[src/rtl/uart_rx_pkg.sv]
// Shared types and helpers for the oversampled UART receiver:
// FSM state encoding, word-length decode and expected-parity calculation.
package uart_rx_pkg;

    typedef enum logic [2:0] {
        ST_IDLE,
        ST_START,
        ST_DATA,
        ST_PARITY,
        ST_STOP,
        ST_BRK_WAIT
    } rx_state_t;

    // 00..11 selects 5..8 data bits.
    function automatic logic [3:0] wls_to_bits(input logic [1:0] wls);
        return {2'b00, wls} + 4'd5;
    endfunction

    function automatic logic exp_parity(input logic [7:0] data,
                                        input logic [1:0] wls,
                                        input logic       eps,
                                        input logic       sticky);
        logic [7:0] mask;
        logic       odd;
        mask = ~(8'hFF << wls_to_bits(wls));
        odd  = ^(data & mask);
        if (sticky)
            return ~eps;
        return eps ? odd : ~odd;
    endfunction

endpackage

[src/rtl/uart_rx_vote.sv]
// Input synchroniser for the asynchronous serial line plus a 3-tick sample
// history whose majority filters single-tick noise.
module uart_rx_vote #(
    parameter int SYNC_STAGES = 2
) (
    input  logic clk,
    input  logic rst,
    input  logic i_baud_pulse,
    input  logic i_rx,
    output logic o_rx_s,
    output logic o_vote
);

    logic [SYNC_STAGES-1:0] r_sync;
    logic [2:0]             r_hist;

    // Synchroniser and history reset to the idle (mark) level so no false start follows reset.
    always_ff @(posedge clk or posedge rst) begin
        if (rst) begin
            r_sync <= '1;
            r_hist <= 3'b111;
        end else begin
            r_sync <= {r_sync[SYNC_STAGES-2:0], i_rx};
            if (i_baud_pulse)
                r_hist <= {r_hist[1:0], r_sync[SYNC_STAGES-1]};
        end
    end

    assign o_rx_s = r_sync[SYNC_STAGES-1];
    assign o_vote = (r_hist[0] & r_hist[1]) | (r_hist[0] & r_hist[2]) | (r_hist[1] & r_hist[2]);

endmodule

[src/rtl/uart_rx_os.sv]
// 16550-style oversampled serial receiver: start validation, majority-voted
// bit decisions, 5-8 data bits, optional/sticky parity and break recovery.
module uart_rx_os
    import uart_rx_pkg::*;
#(
    parameter int OSR         = 16,
    parameter int SYNC_STAGES = 2
) (
    input  logic       clk,
    input  logic       rst,
    input  logic       baud_pulse,
    input  logic       rx,
    input  logic       pen,
    input  logic       eps,
    input  logic       sticky_parity,
    input  logic [1:0] wls,
    output logic       push,
    output logic [7:0] rx_data,
    output logic       pe,
    output logic       fe,
    output logic       bi
);

    localparam int              CW   = $clog2(OSR);
    localparam logic [CW-1:0]   MID  = CW'(OSR / 2 - 1);
    localparam logic [CW-1:0]   FULL = CW'(OSR - 1);

    logic            w_rx_s, w_vote;
    rx_state_t       r_state, w_state_next;
    logic [CW-1:0]   r_cnt;
    logic [2:0]      r_bit_idx;
    logic [3:0]      r_nbits;
    logic [7:0]      r_data;
    logic [1:0]      r_wls;
    logic            r_pen, r_eps, r_sticky;
    logic            r_par_bit, r_pe;
    logic            w_tick_mid, w_tick_full, w_last_bit;
    logic            w_cnt_clr, w_start_ok, w_data_bit, w_par_dec, w_stop_dec;

    uart_rx_vote #(.SYNC_STAGES(SYNC_STAGES)) u_vote (
        .clk          (clk),
        .rst          (rst),
        .i_baud_pulse (baud_pulse),
        .i_rx         (rx),
        .o_rx_s       (w_rx_s),
        .o_vote       (w_vote)
    );

    assign w_tick_mid  = baud_pulse && (r_cnt == MID);
    assign w_tick_full = baud_pulse && (r_cnt == FULL);
    assign w_last_bit  = ({1'b0, r_bit_idx} == (r_nbits - 4'd1));

    always_ff @(posedge clk or posedge rst) begin
        if (rst)
            r_state <= ST_IDLE;
        else
            r_state <= w_state_next;
    end

    // NOTE: every output of this block gets a default first so no latch is inferred.
    always_comb begin
        w_state_next = r_state;
        w_cnt_clr    = 1'b0;
        w_start_ok   = 1'b0;
        w_data_bit   = 1'b0;
        w_par_dec    = 1'b0;
        w_stop_dec   = 1'b0;
        case (r_state)
            ST_IDLE: begin
                w_cnt_clr = 1'b1;
                if (baud_pulse && !w_rx_s)
                    w_state_next = ST_START;
            end
            ST_START: if (w_tick_mid) begin
                w_cnt_clr    = 1'b1;
                w_start_ok   = !w_vote;
                w_state_next = w_vote ? ST_IDLE : ST_DATA;
            end
            ST_DATA: if (w_tick_full) begin
                w_cnt_clr  = 1'b1;
                w_data_bit = 1'b1;
                if (w_last_bit)
                    w_state_next = r_pen ? ST_PARITY : ST_STOP;
            end
            ST_PARITY: if (w_tick_full) begin
                w_cnt_clr    = 1'b1;
                w_par_dec    = 1'b1;
                w_state_next = ST_STOP;
            end
            ST_STOP: if (w_tick_full) begin
                w_cnt_clr    = 1'b1;
                w_stop_dec   = 1'b1;
                w_state_next = w_vote ? ST_IDLE : ST_BRK_WAIT;
            end
            ST_BRK_WAIT: begin
                w_cnt_clr = 1'b1;
                if (baud_pulse && w_rx_s)
                    w_state_next = ST_IDLE;
            end
            default: w_state_next = ST_IDLE;
        endcase
    end

    // NOTE: sequential state uses non-blocking assignments so all flops update together.
    always_ff @(posedge clk or posedge rst) begin
        if (rst) begin
            r_cnt     <= '0;
            r_bit_idx <= '0;
            r_nbits   <= 4'd5;
            r_data    <= '0;
            r_wls     <= '0;
            r_pen     <= 1'b0;
            r_eps     <= 1'b0;
            r_sticky  <= 1'b0;
            r_par_bit <= 1'b0;
            r_pe      <= 1'b0;
            push      <= 1'b0;
            rx_data   <= '0;
            pe        <= 1'b0;
            fe        <= 1'b0;
            bi        <= 1'b0;
        end else begin
            if (baud_pulse)
                r_cnt <= w_cnt_clr ? '0 : r_cnt + CW'(1);
            // Configuration is frozen at the validated start bit.
            if (w_start_ok) begin
                r_wls     <= wls;
                r_nbits   <= wls_to_bits(wls);
                r_pen     <= pen;
                r_eps     <= eps;
                r_sticky  <= sticky_parity;
                r_data    <= '0;
                r_bit_idx <= '0;
                r_par_bit <= 1'b0;
                r_pe      <= 1'b0;
            end
            if (w_data_bit) begin
                r_data[r_bit_idx] <= w_vote;
                r_bit_idx         <= r_bit_idx + 3'd1;
            end
            if (w_par_dec) begin
                r_par_bit <= w_vote;
                r_pe      <= (w_vote != exp_parity(r_data, r_wls, r_eps, r_sticky));
            end
            push <= w_stop_dec;
            if (w_stop_dec) begin
                rx_data <= r_data;
                pe      <= r_pe;
                fe      <= ~w_vote;
                bi      <= ~w_vote && (r_data == 8'h00) && !r_par_bit;
            end
        end
    end

endmodule

[config.mk]
export PLATFORM = sky130hd
export DESIGN_NAME = uart_rx_os
export DESIGN_NICKNAME = d
export VERILOG_FILES = /design/src/rtl/uart_rx_pkg.sv /design/src/rtl/uart_rx_vote.sv /design/src/rtl/uart_rx_os.sv
export SDC_FILE = /design/constraint.sdc
export NUM_CORES = 1
export LEC_CHECK = 0
export BUFFER_PORTS_ARGS = -buffer_cell sky130_fd_sc_hd__buf_4
export CAP_MARGIN = 25
export CORE_ASPECT_RATIO = 0.8
export CORE_MARGIN = 2
export CORE_UTILIZATION = 53
export CTS_CLUSTER_SIZE = 12
export DETAILED_ROUTE_END_ITERATION = 12
export GPL_ROUTABILITY_DRIVEN = 0
export PLACE_DENSITY = 0.84
export SLEW_MARGIN = 0
export SYNTH_ARGS = -nofsm -noshare
export SYNTH_HDL_FRONTEND = slang
export SYNTH_SLANG_ARGS = --single-unit
[constraint.sdc]
create_clock -name clk -period 1.7 [get_ports clk]
set_input_delay 0 -clock clk [delete_from_list [all_inputs] [get_ports clk]]
set_output_delay 0 -clock clk [all_outputs]
set_load 0.01 [all_outputs]
==> results_dict.tcl <==
set metrics [dict create \
    outcome "finished with violations" \
    violations "negative setup slack" \
    post-dp-hpwl_microns 3400 \
    report.final.setup_viol 14 \
    ant_nets 0 \
    critPathLaunchType "register" \
    clock_path_buffers 2 \
    global_route.usage.met1 0.316 \
    worst_hold_path.num_cells 2 \
    headroom_to_the_max_slew_limit 0.521 \
    die_height_microns 63.0 \
    clkLatencyLatePin_ns 0.30 \
    cp-end-kind "register" \
    cts_htree_levels 2 \
    synth-edff-count 0 \
    synth_async_sr_flop_share 1.00 \
    critical_path_peak_fanout 2 \
    fin_crit_sh 1.16 \
    total_global_route_track_usage 0.231 \
    met2_usage 0.362 \
    antenna_fix_cells 0 \
    cts_made_buffers 5 \
    multi_input_area_sq_um 1250 \
    drt-vias-per-instance 6.01 \
    clk_pin_slew_ns 0.09 \
    first_pass_grt_wire_length_microns 8840 \
    grt_antenna_before_repair 0 \
    setup.worst_path.class "reg2reg" \
    die_outline_width_microns 77.7 \
    hold-worst-slack_ns 0.0548 \
    power_density_nw_per_um2 991 \
    ioPinCount 21 \
    final_hold_violation_count 0 \
    postSynthAreaPerCell_sq_um 10.7 \
    netlist.top_cell.by_area "dfrtp_1" \
    tritoncts "built" \
    synth_area_sq_um 2300 \
    postRouteWirelength_microns 6160 \
    overflow 0 \
    clk_root_buf "clkbuf_8" \
    drt_drc_violations_left 0 \
    rsz_0062_raised_after_global_routing "yes" \
    fillCellCount 253 \
    power.static_leakage_nw 1.51 \
    finalCriticalPeriod_ns 1.98 \
    synth_top_flop_cell "dfrtp_1" \
    area_growth_pct 43.1 \
    global_route.usage.met3 0.0491 \
    cell_count_after_synthesis 215 \
    min_path_type "in2reg" \
    ff_latch_area_sq_um 1160 \
    row_count 21 \
    wire_per_inst_microns 17.9 \
    transition_time_at_the_pin_with_the_least_slew_margin_ns 0.714 \
    first_global_vias 1904 \
    yosys.area.top_type_share 0.424 \
    drive_gt1_frac 0.477 \
    max-vdd-ir-drop_uv 640 \
    postSynthRegisterBits 46 \
    clock_skew_ns 0.00514 \
    drt_pass1_iterations 4 \
    design.die.area_sq_um 4890 \
    nNetsFinal 301 \
    grt_start_max_net_pins 28 \
    worstPathArrival_ns 2.22 \
    cap_viol_max_count 0 \
    setup_slack_ns -0.280 \
    clkSinkCount 46 \
    yosys.cell_types.count 47 \
    crit_required_ns 1.94 \
    r2r.worst_path.cells 7 \
    initial_utilization 0.551 \
    synth_top_cells_by_area "dfrtp_1, dfstp_2, mux2_2, ha_1, nand3_1" \
    maxClockFrequency_mhz 505 \
    seq_area_frac_synth 0.504 \
    vias 2069 \
    globalRoute.busiestLayer "met2" \
    port_buffers 20 \
    placeableCoreArea_sq_um 4180 \
    synth_fp_nets 230 \
    max_slew_violations 0 \
    dpl_worst_slack_ns -0.232 \
    detailedRoute.firstIterationViolations 194 \
    ys_warn_count 0 \
]
synthesized netlist by cell type, types with 3 or more instances:
master    instances
nand2b_1          4
o31ai_1           3
buf_4             3
buf_2             3
nand2_1          16
nand3_1          14
inv_1            14
o41ai_1           4
o211ai_1          4
dfstp_2           7
o21ai_0          13
mux2_1            4
xnor2_1           7
a21oi_1           3
mux2_2           11
nand4_1           3
clkbuf_1          7
ha_1              6
nor2_1            8
nor3_1            8
dfrtp_1          39
mux2i_1           3
timing repair:
action,in CTS,in global routing
gates resized for setup,19,38
hold endpoints to repair,27,0
buffers inserted,7,9
pin swaps,12,14
hold buffers,7,0
cloned,2,0
endpoints found under the setup margin,16,28
stage by stage:
step / cell area (sq um) / power (mW) / TNS [ns] / utilization / std cells
3_3_place_gp: 2750 / 2.15 / -0.447 / 0.659 / 313
2_1_floorplan: 2310 / 1.87 / -0.256 / - / 215
4_1_cts: 3110 / 2.99 / -0.702 / 0.744 / 337
5_1_grt: 3290 / 3.44 / -2.44 / 0.789 / 344
3_5_place_dp: 2750 / 2.20 / -0.750 / 0.659 / 313
6_report: 3290 / 3.27 / -0.928 / 0.789 / 344
per-layer routing:
layer / wire length, microns / vias up
met1: 2570 / 1031
met4: 68 / 0
met3: 430 / 14
met2: 3100 / 101
li1: - / 923
met5: 0 / -
path summary, 6_finish.rpt:
| path | startpoint | end | slack (ns) |
|---|---|---|---|
| worst min-delay path | baud_pulse | r_cnt[0]$_DFFE_PP0P_ | 0.05 |
| worst max register to register | r_data[1]$_DFF_PP0_ | r_pe$_DFFE_PP0P_ | -0.28 |
| worst min register to register | u_vote.r_sync[0]$_DFF_PP1_ | u_vote.r_sync[1]$_DFF_PP1_ | 0.36 |
| min in group asynchronous | rst | fe$_DFFE_PP0P_ | 0.28 |
| max in group asynchronous | rst | r_nbits[0]$_DFFE_PP1P_ | 0.82 |
| worst max-delay path | r_data[1]$_DFF_PP0_ | r_pe$_DFFE_PP0P_ | -0.28 |
state kept, by name (all words and copies together), names as in the netlist, 3 cells and up:
register	flops
r_data	8
r_nbits	4
r_cnt	4
r_state	3
r_bit_idx	3
rx_data	8
u_vote.r_hist	3
logic make-up after synthesis:
logic type	Yosys count	synth area share
flip-flops	46	0.504
buffers and inverters	27	0.0505
AO/OA/AOI/OAI	45	0.139
XOR/XNOR	10	0.0440
AND/OR/NAND/NOR	62	0.139
multiplexers	18	0.0864
adder cells (fa/ha/maj)	7	0.0370
cell type report:
class / count / share of cell area
sequential: 46 / 0.353
inverter: 14 / 0.0160
clock inverter: 3 / 0.00646
tap: 57 / 0.0216
clock buffer: 5 / 0.0209
timing repair buffer: 77 / 0.203
multi-input combinational: 142 / 0.379
power breakdown:
part           switching, mW  internal [mW]  total [mW]
clock                  0.382          0.289       0.671
sequential             0.212           1.25        1.46
combinational          0.546          0.591        1.14
worst max-delay path, cell delays in order (launching register included):
cell,delay [ns]
dfrtp_1,0.42
inv_2,0.09
ha_4,0.20
xnor3_1,0.36
xnor2_2,0.16
xnor2_1,0.14
or4b_1,0.47
nand3_1,0.08
cell usage in the layout (no fill, tap or decap), types with 2 or more instances in the layout:
master	n
inv_2	5
or4b_1	2
ha_1	2
nor3_1	4
mux2i_1	3
buf_6	6
o21ai_0	10
nor2_1	7
clkbuf_8	5
o41ai_1	4
nor3_4	2
xnor2_2	3
buf_4	61
xnor2_1	4
dfrtp_1	36
mux2_4	4
o311ai_2	3
nor3_2	2
a21oi_2	2
ha_4	4
o21ai_1	3
mux2_2	11
nand4_1	3
dfstp_2	7
nand2_1	15
o211ai_1	4
nand3_1	12
inv_1	8
o31ai_1	2
nand2b_1	4
dfrtp_2	3
dlygate4sd3_1	7
Note: power is estimated with default switching activity, not from simulation.
